==> config.mk <==
export PLATFORM = sky130hd
export DESIGN_NAME = viterbi_ber_monitor_flat
export DESIGN_NICKNAME = d
export VERILOG_FILES = /design/src/rtl/viterbi_ber_monitor_if.sv /design/src/rtl/viterbi_ber_monitor.sv /design/src/flat_wrapper.sv
export SDC_FILE = /design/constraint.sdc
export NUM_CORES = 1
export LEC_CHECK = 0
export ABC_AREA = 1
export CAP_MARGIN = 25
export CORE_UTILIZATION = 50
export DETAILED_ROUTE_END_ITERATION = 7
export GPL_TIMING_DRIVEN = 0
export PLACE_DENSITY = 0.69
export RECOVER_POWER = 50
export SETUP_SLACK_MARGIN = 0.2
export SLEW_MARGIN = 20
export SYNTH_ARGS = -nofsm -noshare
export SYNTH_HDL_FRONTEND = slang
export SYNTH_SLANG_ARGS = --single-unit
==> constraint.sdc <==
create_clock -name clk -period 6 [get_ports clk]
set_input_delay 0.6 -clock clk [delete_from_list [all_inputs] [get_ports clk]]
set_output_delay 0.6 -clock clk [all_outputs]
set_load 0.03 [all_outputs]
==> src/rtl/viterbi_ber_monitor_if.sv <==
// Bit streams in and BER results out of viterbi_ber_monitor.
// The master side drives the streams and reads the results.
interface viterbi_ber_monitor_if #(
    parameter int CW = 16
);
    logic          start_i;
    logic          ref_valid_i;
    logic          ref_bit_i;
    logic          dec_valid_i;
    logic          dec_bit_i;
    logic          busy_o;
    logic          done_o;
    logic [CW-1:0] bit_ct_o;
    logic [CW-1:0] err_ct_o;
    logic [CW-1:0] max_run_o;
    logic          err_pulse_o;
    logic          ovf_o;
    logic          unf_o;

    modport master (
        output start_i, ref_valid_i, ref_bit_i, dec_valid_i, dec_bit_i,
        input  busy_o, done_o, bit_ct_o, err_ct_o, max_run_o, err_pulse_o, ovf_o, unf_o
    );

    modport slave (
        input  start_i, ref_valid_i, ref_bit_i, dec_valid_i, dec_bit_i,
        output busy_o, done_o, bit_ct_o, err_ct_o, max_run_o, err_pulse_o, ovf_o, unf_o
    );
endinterface

==> src/rtl/viterbi_ber_monitor.sv <==
// BER monitor for the decoder output. Reference payload bits are buffered in a FIFO and compared in order
// against decoded bits. The first SKIP decoded bits are discarded, and then WINDOW bits are measured.
module viterbi_ber_monitor #(
    parameter int DEPTH  = 64,
    parameter int SKIP   = 8,
    parameter int WINDOW = 256,
    parameter int CW     = 16
) (
    input  logic                    clk,
    input  logic                    rst,
    viterbi_ber_monitor_if.slave    bus
);
    localparam int AW = $clog2(DEPTH);
    localparam int SW = (SKIP > 1) ? $clog2(SKIP) : 1;
    localparam logic [CW-1:0] CT_MAX    = '1;
    localparam logic [CW-1:0] WIN_LAST  = CW'(WINDOW - 1);
    localparam logic [SW-1:0] SKIP_LAST = SW'((SKIP > 0) ? SKIP - 1 : 0);
    localparam logic [AW:0]   FULL      = (AW+1)'(DEPTH);

    typedef enum logic [1:0] {S_IDLE, S_SKIP, S_MEASURE, S_DONE} state_t;

    state_t        state, state_nxt;
    logic [DEPTH-1:0] mem;
    logic [AW-1:0] wr_ptr, rd_ptr;
    logic [AW:0]   occ;
    logic [SW-1:0] skip_ct;
    logic [CW-1:0] bit_ct, err_ct, run_ct, max_run, run_inc;
    logic          err_pulse, ovf, unf;
    logic          active, pop, push, mismatch;

    function automatic logic [CW-1:0] sat_inc(input logic [CW-1:0] v);
        return (v == CT_MAX) ? v : v + CW'(1);
    endfunction

    // The start cycle belongs to the new measurement and moves no data.
    assign active   = ((state == S_SKIP) || (state == S_MEASURE)) && !bus.start_i;
    assign pop      = active && bus.dec_valid_i && (occ != '0);
    assign push     = active && bus.ref_valid_i && ((occ != FULL) || pop);
    assign mismatch = mem[rd_ptr] ^ bus.dec_bit_i;
    assign run_inc  = sat_inc(run_ct);

    always_ff @(posedge clk or negedge rst) begin
        if (!rst) state <= S_IDLE;
        else      state <= state_nxt;
    end

    always_comb begin
        state_nxt = state;
        if (bus.start_i) begin
            state_nxt = (SKIP == 0) ? S_MEASURE : S_SKIP;
        end else begin
            case (state)
                S_SKIP:    if (pop && (skip_ct == SKIP_LAST)) state_nxt = S_MEASURE;
                S_MEASURE: if (pop && (bit_ct == WIN_LAST))   state_nxt = S_DONE;
                default:   ;
            endcase
        end
    end

    always_comb begin
        bus.busy_o = (state == S_SKIP) || (state == S_MEASURE);
        bus.done_o = (state == S_DONE);
    end

    always_ff @(posedge clk) begin
        if (push) mem[wr_ptr] <= bus.ref_bit_i;
    end

    always_ff @(posedge clk or negedge rst) begin
        if (!rst) begin
            wr_ptr <= '0;
            rd_ptr <= '0;
            occ    <= '0;
        end else if (bus.start_i) begin
            wr_ptr <= '0;
            rd_ptr <= '0;
            occ    <= '0;
        end else begin
            if (push) wr_ptr <= wr_ptr + AW'(1);
            if (pop)  rd_ptr <= rd_ptr + AW'(1);
            if (push && !pop)      occ <= occ + (AW+1)'(1);
            else if (pop && !push) occ <= occ - (AW+1)'(1);
        end
    end

    always_ff @(posedge clk or negedge rst) begin
        if (!rst) begin
            skip_ct   <= '0;
            bit_ct    <= '0;
            err_ct    <= '0;
            run_ct    <= '0;
            max_run   <= '0;
            err_pulse <= 1'b0;
            ovf       <= 1'b0;
            unf       <= 1'b0;
        end else if (bus.start_i) begin
            skip_ct   <= '0;
            bit_ct    <= '0;
            err_ct    <= '0;
            run_ct    <= '0;
            max_run   <= '0;
            err_pulse <= 1'b0;
            ovf       <= 1'b0;
            unf       <= 1'b0;
        end else begin
            err_pulse <= 1'b0;
            if (active && bus.ref_valid_i && (occ == FULL) && !pop) ovf <= 1'b1;
            if (active && bus.dec_valid_i && (occ == '0))          unf <= 1'b1;
            if (pop && (state == S_SKIP)) skip_ct <= skip_ct + SW'(1);
            if (pop && (state == S_MEASURE)) begin
                bit_ct <= sat_inc(bit_ct);
                if (mismatch) begin
                    err_ct    <= sat_inc(err_ct);
                    run_ct    <= run_inc;
                    err_pulse <= 1'b1;
                    if (run_inc > max_run) max_run <= run_inc;
                end else begin
                    run_ct <= '0;
                end
            end
        end
    end

    assign bus.bit_ct_o    = bit_ct;
    assign bus.err_ct_o    = err_ct;
    assign bus.max_run_o   = max_run;
    assign bus.err_pulse_o = err_pulse;
    assign bus.ovf_o       = ovf;
    assign bus.unf_o       = unf;
endmodule

==> src/flat_wrapper.sv <==
// flat-port wrapper written by rule: the top's interface ports become plain ports
module viterbi_ber_monitor_flat 
#(
    parameter int DEPTH  = 64,
    parameter int SKIP   = 8,
    parameter int WINDOW = 256,
    parameter int CW     = 16
)
  (clk, rst, bus_start_i, bus_ref_valid_i, bus_ref_bit_i, bus_dec_valid_i, bus_dec_bit_i, bus_busy_o, bus_done_o, bus_bit_ct_o, bus_err_ct_o, bus_max_run_o, bus_err_pulse_o, bus_ovf_o, bus_unf_o);
  viterbi_ber_monitor_if #(.CW(CW)) bus_i ();
  input  logic clk;
  input  logic rst;
  input wire logic [$bits(bus_i.start_i)-1:0] bus_start_i;
  input wire logic [$bits(bus_i.ref_valid_i)-1:0] bus_ref_valid_i;
  input wire logic [$bits(bus_i.ref_bit_i)-1:0] bus_ref_bit_i;
  input wire logic [$bits(bus_i.dec_valid_i)-1:0] bus_dec_valid_i;
  input wire logic [$bits(bus_i.dec_bit_i)-1:0] bus_dec_bit_i;
  output wire logic [$bits(bus_i.busy_o)-1:0] bus_busy_o;
  output wire logic [$bits(bus_i.done_o)-1:0] bus_done_o;
  output wire logic [$bits(bus_i.bit_ct_o)-1:0] bus_bit_ct_o;
  output wire logic [$bits(bus_i.err_ct_o)-1:0] bus_err_ct_o;
  output wire logic [$bits(bus_i.max_run_o)-1:0] bus_max_run_o;
  output wire logic [$bits(bus_i.err_pulse_o)-1:0] bus_err_pulse_o;
  output wire logic [$bits(bus_i.ovf_o)-1:0] bus_ovf_o;
  output wire logic [$bits(bus_i.unf_o)-1:0] bus_unf_o;
  assign bus_i.start_i = bus_start_i;
  assign bus_i.ref_valid_i = bus_ref_valid_i;
  assign bus_i.ref_bit_i = bus_ref_bit_i;
  assign bus_i.dec_valid_i = bus_dec_valid_i;
  assign bus_i.dec_bit_i = bus_dec_bit_i;
  assign bus_busy_o = bus_i.busy_o;
  assign bus_done_o = bus_i.done_o;
  assign bus_bit_ct_o = bus_i.bit_ct_o;
  assign bus_err_ct_o = bus_i.err_ct_o;
  assign bus_max_run_o = bus_i.max_run_o;
  assign bus_err_pulse_o = bus_i.err_pulse_o;
  assign bus_ovf_o = bus_i.ovf_o;
  assign bus_unf_o = bus_i.unf_o;
  viterbi_ber_monitor #(.DEPTH(DEPTH), .SKIP(SKIP), .WINDOW(WINDOW), .CW(CW)) u_core (.clk(clk), .rst(rst), .bus(bus_i));
endmodule
# Word level (Yosys, flattened, before mapping)
# Cells that the tools add are included.
# totals
wordCells	116
out_inout_bits	53
reg_bits	155
# op_classes
eq_ne	14
mux	40
order_cmp	4
bitwise_logic	1
reduce_logical	36
addsub	8
# ops
op	n
two-way mux 16 bit	15
bitwise mux 64 bit	1
adder 16 x 1 -> 16 bit, second input constant	3
equality test 16 bit, second input constant	3
two-way mux 6 bit	4
two-way mux 7 bit	3
equality test 16 x 8 -> 1 bit, second input constant	1
> comparator 16 bit	1
nonzero test 2 bit	8
logical AND 1 bit	15
< comparator 6 x 7 -> 1 bit, second input constant	2
adder 6 x 1 -> 6 bit, second input constant	2
two-way mux 1 bit	9
AND reduction 3 bit	3
adder 7 x 1 -> 7 bit, second input constant	1
equality test 7 bit, second input constant	1
logical NOT 7 bit	1
inequality test 7 bit, second input constant	1
nonzero test 7 bit	1
subtractor 7 x 1 -> 7 bit, second input constant	1
binary-select mux 1 bit (select 6 bit)	1
demux 1 bit (select 6 bit)	1
>= comparator 6 x 1 -> 1 bit, second input constant	1
two-way mux 2 bit	3
other kinds (13)	21

# Longest topological paths before layout
# Gate-level depths: netlist of run 1.
# depth
word_depth	12
mapped_depth	20
depth_no_buf	19

# Worst setup path after synthesis of run 1
# OpenSTA, ideal clock, no wires.
# synth_path
path_kind	reg2reg
from	reg u_core.run_ct[0]
to	reg u_core.max_run[10], in the netlist u_core.bus.max_run_o[10]
slack_ps	2696
t_required_ps	5881
path_stages_with_launch	20
period_less_slack_ps	3304
path_buffers	3
setup_ps	119
t_arrival_ps	3185
path_cell_list	dfrtp_1 > ha_1 > inv_1 > nor3_1 > nand2_1 > nor2_1 > inv_1 > clkbuf_1 > clkbuf_1 > nand2_1 > ha_1 > nand2_1 > nor2_1 > nand4_1 > o21bai_1 > a21oi_2 > nand4_1 > buf_2 > nand3_1 > nand2_1
# synth_via
elab_chain_cells	6
# synth_rtl
item	line_no	rtl
from (decl)	viterbi_ber_monitor.sv:27	logic [CW-1:0] bit_ct, err_ct, run_ct, max_run, run_inc;
from (signal assigned)	viterbi_ber_monitor.sv:114	run_ct <= run_inc;
adder 16 x 1 -> 16 bit / equality test 16 bit (equally long branches)	viterbi_ber_monitor.sv:32	return (v == CT_MAX) ? v : v + CW'(1);
two-way mux 16 bit *	viterbi_ber_monitor.sv:32	
branches (longest 4 deep; another with > comparator 16 bit)	-	
to (signal assigned)	viterbi_ber_monitor.sv:116	if (run_inc > max_run) max_run <= run_inc;
to (decl)	viterbi_ber_monitor.sv:27	
# Every way passes the cells marked *. The select of a mux whose other input is x is not followed.
# A chain may end at the register's enable or synchronous reset.

# Worst setup path after layout of run 1
# layout_path
from	reg u_core.run_ct[0]
to	reg u_core.max_run[12], in the netlist u_core.bus.max_run_o[12]
# The elaborated chain is that of the path after synthesis.

==> flow_summary.yaml, run 1 <==
floorplan:
  die_w_um: 134
  die_h_um: 134
  rows: 47
  io_pins: 60
  initial_core_util_pct: 51.6
  fp.coreArea_mm2: 0.0168
  dieArea_mm2: 0.0178
route:
  firstDrtPassIters: 5
  antenna_left: 0
  routed_wl_mm: 21.5
  wl_per_cell_um: 15.8
  drc: 0
  drtIter0Drc: 663
  via_per_inst: 5.46
  vias: 7432
pwr:
  power_density_mw_per_mm2: 295
  switching_share_pct: 30.8
  p_leak_uw: 0.00442
  seq_power_share_pct: 40.0
  pwr-share-clk_pct: 38.4
  switching_power_uw: 922
  vdd_drop_max_uv: 230
  intPower_uw: 2070
  p_comb_share_pct: 21.7
timing:
  worstMarginPinSlew_ps: 1700
  setup-tns-final_ps: 0
  rsz0062_at_grt: "no"
  fmax_ghz: 0.229
  setup_violations: 0
  finalCritPeriodShare_pct: 72.9
  skew_ps: 13.4
  slew_viol_final: 46
  slew_headroom_pct: -13.3
  final.min_clock_period_ps: 4370
  hold_violations: 0
critical_path:
  worstPathArrival_ps: 4690
  cp_max_fo: 10
  r2r-end: "u_core.bus.max_run_o[12]"
  cp.required_ps: 6320
  critPathLaunchType: "flip-flop"
  path_class: "flip-flop to flip-flop"
  r2r-start: "u_core.run_ct[0]"
  reg2reg_setup_slack_ps: 1630
  cp-end-kind: "flip-flop"
  ff2ff_path_depth: 19
clock_tree:
  post_cts_buffers: 0
  clock_latency_ps: 430
  cts_root_buf: "clkbuf_16"
  h-tree-depth: 4
  clk_pin_slew_worst_paths_ps: 60
  clock_path_buffers: 2
  cts.sinks: 155
  cts_tree: "done"
  cts_buffers: 17
cells_and_area:
  syn_to_final_growth_pct: 17.3
  layout-drive-gt1-share_pct: 6.13
  final_area_mm2: 0.0102
  antennaDiodeCount: 0
  n_fill_cell: 1499
  fin_nets: 1168
yosys:
  syn_area_mm2: 0.00865
  async_flop_share_pct: 58.7
  synth_ff_type: "dfrtp_1"
  synth_warnings: 0
  seq_area_frac_synth_pct: 48.5
  ys_ff_latch: 155
  syn_nets: 1088
  synthCells: 1049
  synth_edf_count: 64
  syn_avg_cell_area_um2: 8.25
  ys_types: 42
worst_hold_path:
  min_from: "u_core.bus.unf_o"
  hold_end: "u_core.bus.unf_o"
  hold_class: "flip-flop to flip-flop"
  whs_path_depth: 2
placement:
  gp_congestion: 0.938
  port_buffers: 58
  post_dp_cell_area_mm2: 0.00955
  dp_hpwl_mm: 15.0
grt:
  grt_usage_pct: 25.7
  grt_first_pass_wirelength_mm: 35.8
  overflow: 0
  antenna_found_initial: 0
  grt_pass1_vias: 7163
  grt_max_degree: 74
outcome:
  violations: "max-capacitance violations, max-slew violations"
  outcome: "complete, but fails checks"
flow_run:
  cap_violations: 1
## worst max-delay path by stage
| stage | start | end | slack, ps |
|---|---|---|---|
| 6_report | u_core.run_ct[0] | u_core.bus.max_run_o[12] | 1630 |
| 5_1_grt | u_core.run_ct[0] | u_core.bus.max_run_o[10] | 1130 |
| 4_1_cts | u_core.run_ct[0] | u_core.bus.max_run_o[12] | 1690 |
| 3_5_place_dp | u_core.run_ct[0] | u_core.bus.max_run_o[12] | 1730 |
| 3_3_place_gp | rst | u_core.occ[2] | 780 |
| 2_1_floorplan | u_core.run_ct[0] | u_core.bus.max_run_o[10] | 2700 |
## power groups by stage
stage,combinational (µW),sequential (µW),clock (µW)
final,649,1200,1150
after global routing,732,1200,1200
after CTS,660,1200,1160
after detailed placement,654,1220,0
after global placement,641,1220,0
after floorplan,452,1220,0
## registers in the layout, indices dropped and copies added (netlist names)
name                    flops
u_core.mem                 64
u_core.bus.bit_ct_o        16
u_core.bus.err_ct_o        16
u_core.bus.max_run_o       16
u_core.run_ct              16
u_core.occ                  7
u_core.rd_ptr               6
u_core.wr_ptr               6
u_core.skip_ct              3
u_core.state                2
u_core.bus.err_pulse_o      1
u_core.bus.ovf_o            1
u_core.bus.unf_o            1
## layout make-up
cell class / count / area [µm²] / share of cell area (%)
Buffer: 33 / 216 / 2.13
Clock buffer: 17 / 425 / 4.19
Clock inverter: 15 / 200 / 1.97
Inverter: 117 / 444 / 4.38
Multi-Input combinational cell: 744 / 3780 / 37.2
Sequential cell: 155 / 4200 / 41.4
Tap cell: 220 / 275 / 2.71
Timing Repair Buffer: 61 / 609 / 6.00
## cell usage in the layout (no fill, tap or decap), types with 6 or more instances in the layout
cell type | Yosys | final
nand2_1 | 238 | 238
nor2_1 | 130 | 131
nand3_1 | 128 | 129
inv_1 | 112 | 112
dfrtp_1 | 91 | 91
edfxtp_1 | 64 | 64
o21ai_0 | 57 | 57
clkdlybuf4s50_1 | 0 | 40
a21oi_1 | 39 | 39
ha_1 | 31 | 31
xor2_1 | 23 | 23
nor3_1 | 18 | 18
clkbuf_16 | 0 | 17
dlygate4sd3_1 | 0 | 17
nand4_1 | 15 | 15
clkbuf_1 | 12 | 15
nand3b_1 | 14 | 14
buf_6 | 9 | 9
nor4_1 | 7 | 7
o31ai_1 | 6 | 6
## cell usage after synthesis, types with 6 or more instances
master	n	area, µm²
xor2_1	23	201
nor3_1	18	90.1
inv_1	112	420
edfxtp_1	64	1920
o31ai_1	6	45.0
o21ai_0	57	285
nor4_1	7	43.8
nand3b_1	14	105
nand4_1	15	93.8
clkbuf_1	12	45.0
nor2_1	130	488
dfrtp_1	91	2280
nand2_1	238	893
a21oi_1	39	195
nand3_1	128	641
ha_1	31	388
buf_6	9	101
## cell families (layout without fill, tap and decap cells)
logic type / after synthesis / in the layout / synth area share (%)
buf+inv: 150 / 243 / 7.63
compound gates: 119 / 119 / 7.56
flops: 155 / 155 / 48.5
simple gates: 566 / 566 / 28.8
fa+ha+maj: 32 / 32 / 4.71
xor+xnor: 27 / 27 / 2.73
## layer usage
metal,share of wire (%),vias up,GRT usage [%]
met4,1.7,0,8.59
li1,-,3645,-
met2,47,214,41.5
met5,0,-,0
met3,5.4,26,4.26
met1,46,3547,35.1
## worst max-delay path, stage by stage, from the launching register on
cell and delay (ps):
dfrtp_1 470, ha_1 260, inv_1 70, nor3_1 220
nand2_1 140, nor2_1 310, inv_1 140, clkbuf_1 230
clkbuf_1 260, nand2_1 120, ha_1 120, nand2_1 60
nor2_1 170, nand4_1 160, o21bai_1 210, a21oi_2 380
nand4_1 440, buf_2 340, nand3_1 90, nand2_1 60
## per-stage QoR
stage          std cells  power (µW)  setup slack (ps)  hold WS, ps  util (%)
2_1_floorplan       1049        1670              2700          304         -
3_3_place_gp        1327        1860               777          480      56.7
3_5_place_dp        1329        1870              1730          453      57.0
4_1_cts             1362        3020              1690          498      60.8
5_1_grt             1362        3140              1130          519      60.6
6_report            1362        3000              1630          491      60.6
## repair_timing
action                                 4_1_cts  5_1_grt
endpoints found under the hold margin        3        0
hold buffers                                 1        0
gates resized for setup                      0        0
Note: power is estimated with default switching activity, not from simulation.
==> run 2: changes to the inputs <==
==> constraint.sdc (replaced) <==
create_clock -name clk -period 4.34 [get_ports clk]
set_input_delay 0.434 -clock clk [delete_from_list [all_inputs] [get_ports clk]]
set_output_delay 0.434 -clock clk [all_outputs]
set_load 0.03 [all_outputs]
==> flow_summary.yaml, run 2 (synthesis gave the netlist of run 1 again) <==
cells_and_area:
  syn_to_final_growth_pct: 17.6
  antennaDiodeCount: 0
  final_area_mm2: 0.0102
  fin_nets: 1170
  layoutNonFillerInstCount: 1364
  final_common_cell: "nand2_1"
  largest_reg_flops: 64
  layout-drive-gt1-share_pct: 6.82
  layout_common_cells: "nand2_1, nand3_1, nor2_1"
  largest-register: "u_core.mem"
route:
  wl_per_cell_um: 15.8
  via_per_inst: 5.44
  vias: 7416
  drc: 0
  antenna_left: 0
  drtIter0Drc: 672
  routed_wl_mm: 21.5
  firstDrtPassIters: 6
clock_tree:
  clock_path_buffers: 2
  cts_tree: "done"
  clock_latency_ps: 430
  cts_root_buf: "clkbuf_16"
  clk_pin_slew_worst_paths_ps: 60
  h-tree-depth: 4
  cts_buffers: 17
  cts.sinks: 155
critical_path:
  cp_common_cell: "nand2_1"
  worstPathArrival_ps: 4050
  worst-path-buf-inv: 5
  cp-end-kind: "flip-flop"
  path_class: "flip-flop to flip-flop"
  critPathTopFamily: "simple AND/OR/NAND/NOR gates"
  critPathLaunchType: "flip-flop"
  crit_path_cell_trace: "ha_1 > inv_1 > nor3_2 > nand2_1 > nor2_2 > inv_1 > clkbuf_1 > clkbuf_2 > nand2_1 > ha_1 > nand2_1 > nor2_1 > nand4_1 > o21bai_1 > a21oi_4 > nand4_1 > buf_2 > nand3_1 > nand2_1"
  cpMaxStageDelayCell: "dfrtp_1"
  slowest_delay_ps: 460
  reg2reg_setup_slack_ps: 600
  cp.required_ps: 4650
  cp_max_fo: 10
floorplan:
  die_w_um: 134
  initial_core_util_pct: 51.6
  fp.coreArea_mm2: 0.0168
  die_h_um: 134
  io_pins: 60
  dieArea_mm2: 0.0178
  rows: 47
placement:
  numPlacedInstances: 1329
  dp_hpwl_mm: 15.0
  gp_congestion: 0.938
  post_dp_cell_area_mm2: 0.00955
  port_buffers: 58
timing:
  hold_violations: 0
  slew_headroom_pct: -28.6
  finalCritPeriodShare_pct: 86.1
  slew_viol_final: 120
  fmax_ghz: 0.268
  final.min_clock_period_ps: 3740
  setup_violations: 0
  rsz0062_at_grt: "no"
  skew_ps: 13.5
  worstMarginPinSlew_ps: 1930
outcome:
  violations: "max-capacitance violations, max-slew violations"
  outcome: "complete, but fails checks"
grt:
  antenna_found_initial: 0
  grt_first_pass_wirelength_mm: 35.8
  grt_pass1_vias: 7161
  grt_usage_pct: 25.7
  overflow: 0
  grt_max_degree: 74
pwr:
  p_leak_uw: 0.00446
  power_density_mw_per_mm2: 407
  vdd_drop_max_uv: 318
worst_hold_path:
  hold_class: "input pin to flip-flop"
flow_run:
  cap_violations: 2
[run 2: cell types whose count changed in the layout (fill, tap and decap cells not counted), sizes merged]
cell | before | now
clkdlybuf4s50 | 40 | 32
dlygate4sd3 | 17 | 25
buf | 22 | 23
clkbuf | 32 | 33
[run 2: layout make-up]
cell class	count	area, µm²
buffer	33	219
clock buffer	17	425
clock inverter	15	200
fill	1496	6590
inverter	117	444
multi-input combinational	744	3810
sequential	155	4200
tap	220	275
timing repair buffer	63	602
[run 2: what timing repair did]
| action | CTS | global route |
|---|---|---|
| resized for setup | 0 | 8 |
| setup endpoints to repair | 10 | 16 |
| setup buffers | 1 | 1 |
| pin swaps | 1 | 1 |
| hold buffers | 1 | 0 |
| endpoints found under the hold margin | 18 | 0 |
[run 2: worst register-to-register path, stage by stage (launching register included)]
cell,delay [ps]
dfrtp_1,460
ha_1,280
inv_1,100
nor3_2,60
nand2_1,110
nor2_2,80
inv_1,100
clkbuf_1,330
clkbuf_2,290
nand2_1,80
ha_1,270
nand2_1,60
nor2_1,170
nand4_1,180
o21bai_1,250
a21oi_4,250
nand4_1,170
buf_2,230
nand3_1,90
nand2_1,70
[run 2: final timing paths]
| kind | startpoint | to | depth (start not counted) |
|---|---|---|---|
| worst max-delay path | u_core.run_ct[0] | u_core.bus.max_run_o[12] | 19 |
| max in group asynchronous | rst | u_core.occ[5] | 3 |
| worst max register to register | u_core.run_ct[0] | u_core.bus.max_run_o[12] | 19 |
| min in group asynchronous | rst | u_core.bus.max_run_o[1] | 2 |
| worst min register to register | u_core.bus.unf_o | u_core.bus.unf_o | 2 |
| worst min-delay path | bus_start_i | u_core.state[0] | 3 |
[run 2: metrics by stage]
stage | hold slack, ps | TNS (ps) | util, % | setup WS, ps | total power (µW)
2_1_floorplan | 138 | 0 | - | 1040 | 2320
3_3_place_gp | 480 | -63930 | 56.7 | -717 | 2570
3_5_place_dp | 287 | 0 | 57.0 | 66.2 | 2590
4_1_cts | 404 | 0 | 60.8 | 344 | 4180
5_1_grt | 445 | 0 | 60.7 | 273 | 4350
6_report | 426 | 0 | 60.7 | 603 | 4150
[run 2: where the power goes]
group,internal [µW],switching [µW]
clock network,962,625
logic,314,590
registers,1590,60.1
[run 2: layer usage]
| metal | wire length (µm) | track usage (%) | vias up |
|---|---|---|---|
| met3 | 1120 | 4.26 | 31 |
| met4 | 388 | 8.59 | 0 |
| met2 | 10100 | 41.5 | 212 |
| met5 | 0 | 0 | - |
| li1 | - | - | 3648 |
| met1 | 9950 | 35.2 | 3525 |
==> run 3: changes to the inputs <==
--- a/config.mk
+++ b/config.mk
@@ -8,6 +8,7 @@
 export ABC_AREA = 1
 export CAP_MARGIN = 25
 export CORE_UTILIZATION = 50
+export CTS_BUF_LIST = sky130_fd_sc_hd__clkbuf_8 sky130_fd_sc_hd__clkbuf_16
 export DETAILED_ROUTE_END_ITERATION = 7
 export GPL_TIMING_DRIVEN = 0
 export PLACE_DENSITY = 0.69
==> results of run 3 <==
No change in the layout: final DEF, timing and power equal those of run 2.
